===== src/rtl/lbp_pkg.sv =====
// Shared types and defaults for the LBP scan controller.
package lbp_pkg;

  localparam int LBP_IMG_W = 128;
  localparam int LBP_IMG_H = 128;
  localparam int LBP_AW    = 14;

  typedef enum logic [2:0] {
    IDLE, FILL, SHIFT, WAITD, CALC, WRITE, DONE
  } lbp_state_e;

  // Window slots, row-major: T/M/B row, L/C/R column.
  localparam logic [3:0] SLOT_TL = 4'd0;
  localparam logic [3:0] SLOT_TC = 4'd1;
  localparam logic [3:0] SLOT_TR = 4'd2;
  localparam logic [3:0] SLOT_ML = 4'd3;
  localparam logic [3:0] SLOT_C  = 4'd4;
  localparam logic [3:0] SLOT_MR = 4'd5;
  localparam logic [3:0] SLOT_BL = 4'd6;
  localparam logic [3:0] SLOT_BC = 4'd7;
  localparam logic [3:0] SLOT_BR = 4'd8;

endpackage


===== src/rtl/lbp_win_addr.sv =====
// Maps a window centre (x, y) and slot 0..8 to the gray-memory address of
// that neighbour. IMG_W is a power of two, so y*IMG_W+x is a concatenation.
module lbp_win_addr import lbp_pkg::*; #(
  parameter int IMG_W = LBP_IMG_W,
  parameter int AW    = LBP_AW,
  localparam int XW   = $clog2(IMG_W),
  localparam int YW   = AW - XW
) (
  input  logic [XW-1:0] x,
  input  logic [YW-1:0] y,
  input  logic [3:0]    slot,
  output logic [AW-1:0] addr
);

  logic [1:0]    dr, dc;
  logic [YW-1:0] row;
  logic [XW-1:0] col;

  always_comb begin
    {dr, dc} = {2'd1, 2'd1};
    case (slot)
      SLOT_TL: {dr, dc} = {2'd0, 2'd0};
      SLOT_TC: {dr, dc} = {2'd0, 2'd1};
      SLOT_TR: {dr, dc} = {2'd0, 2'd2};
      SLOT_ML: {dr, dc} = {2'd1, 2'd0};
      SLOT_C:  {dr, dc} = {2'd1, 2'd1};
      SLOT_MR: {dr, dc} = {2'd1, 2'd2};
      SLOT_BL: {dr, dc} = {2'd2, 2'd0};
      SLOT_BC: {dr, dc} = {2'd2, 2'd1};
      SLOT_BR: {dr, dc} = {2'd2, 2'd2};
      default: {dr, dc} = {2'd1, 2'd1};
    endcase
    row  = y + YW'(dr) - YW'(1);
    col  = x + XW'(dc) - XW'(1);
    addr = {row, col};
  end

endmodule


===== src/rtl/lbp_scan_ctrl.sv =====
// Raster-order scan sequencer for the LBP 3x3 window datapath.
// LBP_BORDER_WRITE_EN adds zero-valued writes for every border pixel.
module lbp_scan_ctrl import lbp_pkg::*; #(
  parameter int IMG_W = LBP_IMG_W,
  parameter int IMG_H = LBP_IMG_H,
  parameter int AW    = LBP_AW
) (
  input  logic          clk,
  input  logic          reset,
  input  logic          gray_ready,
  output logic          gray_req,
  output logic [AW-1:0] gray_addr,
  output logic          pix_we,
  output logic [3:0]    pix_slot,
  output logic          win_shift,
  output logic          calc_start,
  input  logic          calc_done,
  output logic [AW-1:0] lbp_addr,
  output logic          lbp_valid,
`ifdef LBP_BORDER_WRITE_EN
  output logic          lbp_zero,
`endif
  output logic          finish
);

  localparam int XW = $clog2(IMG_W);
  localparam int YW = AW - XW;
`ifdef LBP_BORDER_WRITE_EN
  localparam logic [XW-1:0] X0 = '0;
  localparam logic [YW-1:0] Y0 = '0;
`else
  localparam logic [XW-1:0] X0 = XW'(1);
  localparam logic [YW-1:0] Y0 = YW'(1);
`endif

  lbp_state_e    state_q, state_d;
  logic [XW-1:0] x_q, x_d;
  logic [YW-1:0] y_q, y_d;
  logic [3:0]    cnt_q, cnt_d;
  logic          pix_we_q, win_shift_q, win_shift_d, calc_start_q, calc_start_d;
  logic          lbp_valid_q, lbp_valid_d, finish_q, finish_d;
  logic [3:0]    pix_slot_q, rd_slot;
  logic [AW-1:0] lbp_addr_q, lbp_addr_d, win_addr;
  logic          rd_active;

  // SHIFT spends cnt 0 on the window shift, cnt 1..3 on the new right column.
  always_comb begin
    rd_slot = '0;
    if (state_q == FILL) rd_slot = cnt_q;
    else if (state_q == SHIFT) begin
      case (cnt_q)
        4'd1:    rd_slot = SLOT_TR;
        4'd2:    rd_slot = SLOT_MR;
        4'd3:    rd_slot = SLOT_BR;
        default: rd_slot = '0;
      endcase
    end
  end

  assign rd_active = (state_q == FILL) || (state_q == SHIFT && cnt_q != 4'd0);
  assign gray_req  = rd_active && gray_ready;

  lbp_win_addr #(.IMG_W(IMG_W), .AW(AW)) u_win_addr (
    .x(x_q), .y(y_q), .slot(rd_slot), .addr(win_addr)
  );

  assign gray_addr = gray_req ? win_addr : '0;

`ifdef LBP_BORDER_WRITE_EN
  logic          zero_q, zero_d, last_col, nb;
  logic [XW-1:0] nx;
  logic [YW-1:0] ny;

  always_comb begin
    last_col = (x_q == XW'(IMG_W-1));
    nx = last_col ? '0 : x_q + XW'(1);
    ny = last_col ? y_q + YW'(1) : y_q;
    nb = (ny == '0) || (ny == YW'(IMG_H-1)) || (nx == '0) || (nx == XW'(IMG_W-1));
  end
  assign lbp_zero = zero_q;
`endif

  always_comb begin
    state_d      = state_q;
    x_d          = x_q;
    y_d          = y_q;
    cnt_d        = cnt_q;
    win_shift_d  = 1'b0;
    calc_start_d = 1'b0;
    lbp_valid_d  = 1'b0;
    lbp_addr_d   = lbp_addr_q;
`ifdef LBP_BORDER_WRITE_EN
    zero_d       = 1'b0;
`endif
    case (state_q)
      IDLE: if (gray_ready) begin
`ifdef LBP_BORDER_WRITE_EN
        state_d     = WRITE;
        lbp_valid_d = 1'b1;
        lbp_addr_d  = {y_q, x_q};
        zero_d      = 1'b1;
`else
        state_d = FILL;
        cnt_d   = '0;
`endif
      end
      FILL: if (gray_ready) begin
        if (cnt_q == SLOT_BR) begin
          state_d = WAITD;
          cnt_d   = '0;
        end else cnt_d = cnt_q + 4'd1;
      end
      SHIFT: begin
        if (cnt_q == 4'd0) cnt_d = 4'd1;
        else if (gray_ready) begin
          if (cnt_q == 4'd3) begin
            state_d = WAITD;
            cnt_d   = '0;
          end else cnt_d = cnt_q + 4'd1;
        end
      end
      WAITD: begin
        state_d      = CALC;
        calc_start_d = 1'b1;
      end
      // A done coincident with calc_start belongs to an older result.
      CALC: if (calc_done && !calc_start_q) begin
        state_d     = WRITE;
        lbp_valid_d = 1'b1;
        lbp_addr_d  = {y_q, x_q};
      end
      WRITE: begin
`ifdef LBP_BORDER_WRITE_EN
        if (last_col && y_q == YW'(IMG_H-1)) state_d = DONE;
        else begin
          x_d   = nx;
          y_d   = ny;
          cnt_d = '0;
          if (nb) begin
            state_d     = WRITE;
            lbp_valid_d = 1'b1;
            lbp_addr_d  = {ny, nx};
            zero_d      = 1'b1;
          end else if (nx == XW'(1)) state_d = FILL;
          else begin
            state_d     = SHIFT;
            win_shift_d = 1'b1;
          end
        end
`else
        if (x_q < XW'(IMG_W-2)) begin
          x_d         = x_q + XW'(1);
          state_d     = SHIFT;
          cnt_d       = '0;
          win_shift_d = 1'b1;
        end else if (y_q < YW'(IMG_H-2)) begin
          x_d     = XW'(1);
          y_d     = y_q + YW'(1);
          state_d = FILL;
          cnt_d   = '0;
        end else state_d = DONE;
`endif
      end
      DONE:    state_d = DONE;
      default: state_d = IDLE;
    endcase
    finish_d = finish_q || (state_d == DONE);
  end

  always_ff @(posedge clk or posedge reset) begin
    if (reset) begin
      state_q      <= IDLE;
      x_q          <= X0;
      y_q          <= Y0;
      cnt_q        <= '0;
      pix_we_q     <= 1'b0;
      pix_slot_q   <= '0;
      win_shift_q  <= 1'b0;
      calc_start_q <= 1'b0;
      lbp_valid_q  <= 1'b0;
      lbp_addr_q   <= '0;
      finish_q     <= 1'b0;
`ifdef LBP_BORDER_WRITE_EN
      zero_q       <= 1'b0;
`endif
    end else begin
      state_q      <= state_d;
      x_q          <= x_d;
      y_q          <= y_d;
      cnt_q        <= cnt_d;
      pix_we_q     <= gray_req;
      pix_slot_q   <= rd_slot;
      win_shift_q  <= win_shift_d;
      calc_start_q <= calc_start_d;
      lbp_valid_q  <= lbp_valid_d;
      lbp_addr_q   <= lbp_addr_d;
      finish_q     <= finish_d;
`ifdef LBP_BORDER_WRITE_EN
      zero_q       <= zero_d;
`endif
    end
  end

  assign pix_we     = pix_we_q;
  assign pix_slot   = pix_slot_q;
  assign win_shift  = win_shift_q;
  assign calc_start = calc_start_q;
  assign lbp_valid  = lbp_valid_q;
  assign lbp_addr   = lbp_addr_q;
  assign finish     = finish_q;

endmodule


===== config.mk =====
export PLATFORM = sky130hd
export DESIGN_NAME = lbp_scan_ctrl
export DESIGN_NICKNAME = d
export VERILOG_FILES = /design/src/rtl/lbp_pkg.sv /design/src/rtl/lbp_win_addr.sv /design/src/rtl/lbp_scan_ctrl.sv
export SDC_FILE = /design/constraint.sdc
export NUM_CORES = 1
export LEC_CHECK = 0
export BUFFER_PORTS_ARGS = -buffer_cell sky130_fd_sc_hd__clkbuf_2
export CORE_MARGIN = 2
export CORE_UTILIZATION = 59
export CTS_BUF_LIST = sky130_fd_sc_hd__clkbuf_4 sky130_fd_sc_hd__clkbuf_8
export DETAILED_ROUTE_END_ITERATION = 10
export PLACE_DENSITY_LB_ADDON = 0.12
export SYNTH_ARGS = -nofsm -noshare
export SYNTH_HDL_FRONTEND = slang
export SYNTH_HIERARCHICAL = 1
export SYNTH_SLANG_ARGS = --single-unit
export TNS_END_PERCENT = 5

===== constraint.sdc =====
create_clock -name clk -period 5.25 [get_ports clk]
set_clock_uncertainty 0.1 [all_clocks]
set_input_delay 0 -clock clk [delete_from_list [all_inputs] [get_ports clk]]
set_output_delay 0 -clock clk [all_outputs]
set_load 0.05 [all_outputs]

# --- Yosys cells after proc, flatten, opt, wreduce, memory -nomap -nowiden ---
# Memory sizes are Yosys's and may differ from the RTL's.
# Cells that the tools add are included.
word_totals:
  regBits: 44
  mem_bits_ro: 64
  input_bits: 4
  word_cells: 82
  n_memories: 1
op_classes:
  add_sub_neg: 7
  order_cmp: 2
  eq_ne: 15
  n_mux: 30
  bitwise: 1
  reduce_logical: 15
mem_list:
  columns: ["name", "words", "width", "rd", "rd_ports_with_merged_regs", "wr", "line", "text"]
  rows:
  - ["(no name shown)", 16, 4, 1, 0, 0, "lbp_win_addr.sv:21", "case (slot)"]
op_table:
  columns: ["cell", "n"]
  rows:
  - ["two-way mux 4 bit", 10]
  - ["two-way mux 3 bit", 9]
  - ["case mux 3 bit (7 select lines)", 1]
  - ["case mux 4 bit (4 select lines)", 1]
  - ["adder 7 x 1 -> 7 bit, second input constant", 2]
  - ["adder 7 x 2 -> 7 bit", 2]
  - ["< comparator 7 bit, second input constant", 2]
  - ["two-way mux 14 bit", 1]
  - ["two-way mux 7 bit", 2]
  - ["subtractor 7 x 1 -> 7 bit, second input constant", 2]
  - ["equality test 3 bit, second input constant", 4]
  - ["case mux 4 bit (3 select lines)", 1]
  - ["equality test 4 x 2 -> 1 bit, second input constant", 2]
  - ["nonzero test 4 bit", 2]
  - ["equality test 3 x 2 -> 1 bit, second input constant", 2]
  - ["two-way mux 1 bit", 5]
  - ["AND reduction 5 bit", 1]
  - ["adder 4 x 1 -> 4 bit, second input constant", 1]
  - ["equality test 4 x 1 -> 1 bit, second input constant", 1]
  - ["equality test 4 bit, second input constant", 1]
  - ["zero test 4 bit", 1]
  - ["!= test 2 bit, second input constant", 2]
  - ["AND reduction 2 bit", 2]
  - ["equality test 3 x 1 -> 1 bit, second input constant", 1]
  - ["other kinds (9)", 12]

# --- Depth between registers and ports, before layout ---
# An unclocked memory read counts as a cell.
depth:
  word_depth: 8
  ltp_mapped: 19
  depth_no_buf: 18

# --- Hierarchy ---
# Netlist, hierarchy kept.
modules_own_cells:
  columns: ["mod", "n_inst", "cells_each", "area_per_inst_um2", "seq_area_each_um2"]
  rows:
  - ["lbp_scan_ctrl", 1, 205, 2268.4, 1103.6]
  - ["lbp_win_addr", 1, 84, 644.4, 0.0]

# --- Worst setup path before layout ---
# Ideal clock, no wire load.
synth_timing:
  path_kind: "register to output"
  from: "reg state_q[1]"
  to: "out gray_addr[5]"
  arrival_time_ns: 3.515
  t_required_ns: 5.150
  setup_slack_ns: 1.635
  stages_incl_launch_ff: 20
  n_path_buf: 1
  cell_sequence: "dfrtp_1 -> buf_2 -> nor3b_1 -> and2_1 -> a22o_1 -> inv_1 -> ha_1 -> nand2_1 -> a21oi_1 -> a21oi_1 -> ha_1 -> inv_1 -> ha_1 -> inv_1 -> fa_1 -> inv_1 -> a21o_1 -> a21oi_1 -> xnor2_1 -> and2_1"
synth_between:
  elab_chain_cells: 7
  elab_cells_between_ends: 11
  classes_between: "add/sub: 2; eq/ne: 2; mux: 3; reduce/logical: 3; memory: 1"
synth_rtl:
  columns: ["item", "line", "text"]
  rows:
  - ["start: declaration", "lbp_scan_ctrl.sv:36", "lbp_state_e state_q, state_d;"]
  - ["start signal: assignment", "lbp_scan_ctrl.sv:187", "state_q <= state_d;"]
  - ["equality test 3 x 2 -> 1 bit", "lbp_scan_ctrl.sv:50", "else if (state_q == SHIFT) begin"]
  - ["two-way mux 4 bit", "lbp_scan_ctrl.sv:50", null]
  - ["two-way mux 4 bit (*)", "lbp_scan_ctrl.sv:49", "if (state_q == FILL) rd_slot = cnt_q;"]
  - ["net rd_slot[0]", "lbp_scan_ctrl.sv:42", "logic [3:0] pix_slot_q, rd_slot;"]
  - ["memory read (16 x 4 bit) (*)", null, null]
  - ["adder 7 x 2 -> 7 bit (*)", "lbp_win_addr.sv:34", "col = x + XW'(dc) - XW'(1);"]
  - ["subtractor 7 x 1 -> 7 bit (*)", "lbp_win_addr.sv:34", null]
  - ["net win_addr[5]", "lbp_scan_ctrl.sv:43", "logic [AW-1:0] lbp_addr_q, lbp_addr_d, win_addr;"]
  - ["two-way mux 14 bit (*)", "lbp_scan_ctrl.sv:67", "assign gray_addr = gray_req ? win_addr : '0;"]
  - ["end: declaration", "lbp_scan_ctrl.sv:12", "output logic [AW-1:0] gray_addr,"]
# Mark *: on every way through the listed nets, which the timed path passes. The rest lies on a longest branch.

# --- Worst setup path after layout ---
# Same ends and word-level chain as after synthesis.

==> impl_results.md <==
* Hold Path Class: in2reg
* Crit. End Element: output port
* Initial Util at 61.26%
* Ys async rst share at 100.0%
* Clock buffer depth at 2
* Hold Path Stages at 3
* DRT Wirelength at 5601 um
* Status: finished, final reports clean
* Worst vdd ir at 379.3 uV
* RSZ-0062 raised after global routing: no
* # fillers at 380
* Dpl hpwl at 4033 um
* Least-Margin Pin Slew at 912.5 ps
* Die height at 74.27 um
* IO Port Bufs at 41
* Grt total ovfl at 0
* Cell count after placement at 388
* Number of cell rows at 25
* Ports at 42
* Main flop type after synthesis: dfrtp_1
* Root Buffer: clkbuf_8
* Clk Latency, worst-skew pair at 290 ps
* Fin. Hold Viols at 0
* Req. time, crit path at 5150 ps
* Synth cell types at 55
* Crit-path max FO at 14
* Final std cells w/o fill at 397
* H-tree depth at 2
* ANT cells at 0
* Core area at 4755 sq um
* Fin crit period at 4379 ps
* Crit Path Class: reg2out
* Syn-to-layout area delta at 14.48%
* Antenna-violating nets left at 0
* Clock sink count at 44
* Total Nets Final at 360
* GP Congestion at 0.7910
* Max-Slew Margin vs Limit at 39.16%
* Synth Instances at 289
* CTS buffer count at 5
* #FFs+latches synth at 44
* Yosys warnings at 6
* Final slew viol count at 0
* P per Cell Area at 513.9 nW/um^2
* Mapped cell area at 2913 sq um
* Total Routing Usage GR at 22.26%
* Post-synth EDFFs at 0
* Max-cap viol count at 0
* Final period util at 83.41%
* Die W at 74.27 um
* Post-synthesis sequential area ratio at 37.89%
* Peak Freq at 0.2284 GHz
* Worst-path clk slew at 80 ps
* CTS tree: done
* Initial antenna violation count at 0
* Utilization after layout at 70.13%
* Post-synth net total at 320
* Min Hold Slack at 77.39 ps
* Lkg Pwr at 0.001609 uW
* First-pass GRT wire length at 9466 um
* Initial DRC count at 109
* DR vias/cell at 5.506
* Largest net degree at the start of global routing at 45
* Crit path DAT at 4280 ps
* Final setup TNS at 0 ps
* Routed WL per cell at 14.11 um
* R2R cell count at 4
* Mean Syn Cell Area at 10.08 sq um
* Die area at 5515 sq um
* Startpoint types: flip-flop
* Number of global-route vias before repair at 2016
* Share of cells above drive strength 1 at 23.64%
* Drt drc at 0
* Final Power at 1714 uW
* Detailed Routing Iterations Pass 1 at 4
* Setup Viol. Count Final at 0
* DR vias at 2186
report_power, final:
part           internal, uW  total, uW  switching (uW)
Combinational           316        853             537
Sequential              405        509             104
Clock                   238        352             114
path summary, 6_finish.rpt:
kind | start | endpoint | slack (ps)
worst min register to register | finish$_DFF_PP0_ | finish$_DFF_PP0_ | 390
worst max-delay path | state_q[1]$_DFF_PP0_ | gray_addr[5] | 870
max in group asynchronous | reset | y_q[0]$_DFFE_PP1N_ | 4400
min in group asynchronous | reset | finish$_DFF_PP0_ | 260
worst max register to register | x_q[2]$_DFFE_PP0P_ | cnt_q[0]$_DFFE_PP0P_ | 3140
worst min-delay path | gray_ready | pix_we$_DFF_PP0_ | 80
flip-flops by register name (all words and copies together), names as in the netlist:
signal / count
lbp_addr: 14
calc_start: 1
x_q: 7
win_shift: 1
y_q: 7
lbp_valid: 1
pix_we: 1
finish: 1
cnt_q: 4
state_q: 3
pix_slot: 4
cell usage after synthesis, types with 2 or more instances:
library cell	n	area share (%)
mux2i_1	3	1.0
inv_1	28	3.6
nand3b_1	5	1.3
nand3_1	7	1.2
nor2_1	9	1.2
buf_2	5	0.86
nand2_1	20	2.6
o21ai_1	2	0.34
nand4_1	5	1.1
nand4_2	2	0.86
and4_1	2	0.60
a21o_1	7	1.8
o21ai_0	7	1.2
a21oi_1	10	1.7
fa_1	2	1.4
a21oi_2	2	0.60
ha_1	25	11
a22o_1	5	1.5
dfrtp_1	42	36
a211oi_2	2	0.86
o31ai_1	2	0.52
nand2b_1	5	1.1
xnor2_1	15	4.5
and2_1	17	3.7
dfstp_2	2	1.8
o21a_1	3	0.77
o21bai_1	2	0.52
o211ai_1	8	2.1
mux2_2	14	5.4
nor2b_1	2	0.43
clkbuf_1	5	0.64
kinds of logic (layout without fill, tap and decap cells):
group,Yosys count,in the layout,synth area share [%]
xor+xnor,16,16,4.811
buf+inv,38,79,5.112
compound gates,62,62,15.98
mux,18,18,6.959
flops,44,44,37.89
fa+ha+maj,27,27,12.11
simple gates,84,84,17.14
routing by layer:
metal / wire length (um) / GRT usage [%] / up-vias
met5: 0 / 0 / -
met4: 36 / 4.365 / 0
met3: 310 / 5.014 / 5
met2: 2574 / 35.81 / 64
met1: 2681 / 31.39 / 1024
li1: - / - / 1093
through the flow:
| stage | area, sq um | worst slack, ps |
|---|---|---|
| global route | 3334 | 546.6 |
| floorplan | 2913 | 1635 |
| global placement | 3166 | 1337 |
| detailed placement | 3166 | 1207 |
| finish | 3334 | 871.1 |
| CTS | 3334 | 900.9 |
timing repair:
action,in CTS,in global routing
hold endpoints to repair,42,0
hold buffers,1,0
resized for setup,0,0
setup endpoints to repair,0,0
setup buffers,0,0
cell type report:
type | count | area, sq um | share of cell area (%)
Timing Repair Buffer | 43 | 222.7 | 6.679
Sequential cell | 44 | 1104 | 33.10
Clock inverter | 3 | 90.09 | 2.702
Multi-Input combinational cell | 207 | 1660 | 49.79
Tap cell | 67 | 83.83 | 2.514
Inverter | 28 | 105.1 | 3.152
Clock buffer | 5 | 68.82 | 2.064
cells in the final DEF, fill, tap and decap left out, drive strengths merged, types with 2 or more instances in the layout:
master,n
a211oi,3
inv,27
nand2,20
nor2,9
fa,2
a21o,8
o21a,3
nand3,7
xnor2,15
mux2,15
dfrtp,42
nand3b,5
ha,25
a21oi,12
nor3b,2
nand4,7
and2,17
a22o,5
dfstp,2
mux2i,3
and4,2
o21ai,10
nor2b,2
o21bai,2
nor4,2
clkbuf,46
bufinv,3
o31ai,2
nand2b,5
o211ai,8
worst max-delay path, stage by stage, from the launching register on:
cell and delay (ps):
dfrtp_1 560, nor3b_1 470, and2_1 290, a22o_1 250, inv_1 100, ha_1 200, nand2_1 110, a21oi_1 80
a21oi_1 140, ha_1 250, inv_1 60, ha_1 200, inv_1 70, fa_1 400, inv_1 70, a21o_1 110
a21oi_1 80, xnor2_1 150, and2_1 140, clkbuf_2 270
(Power assumes the default switching activity.)
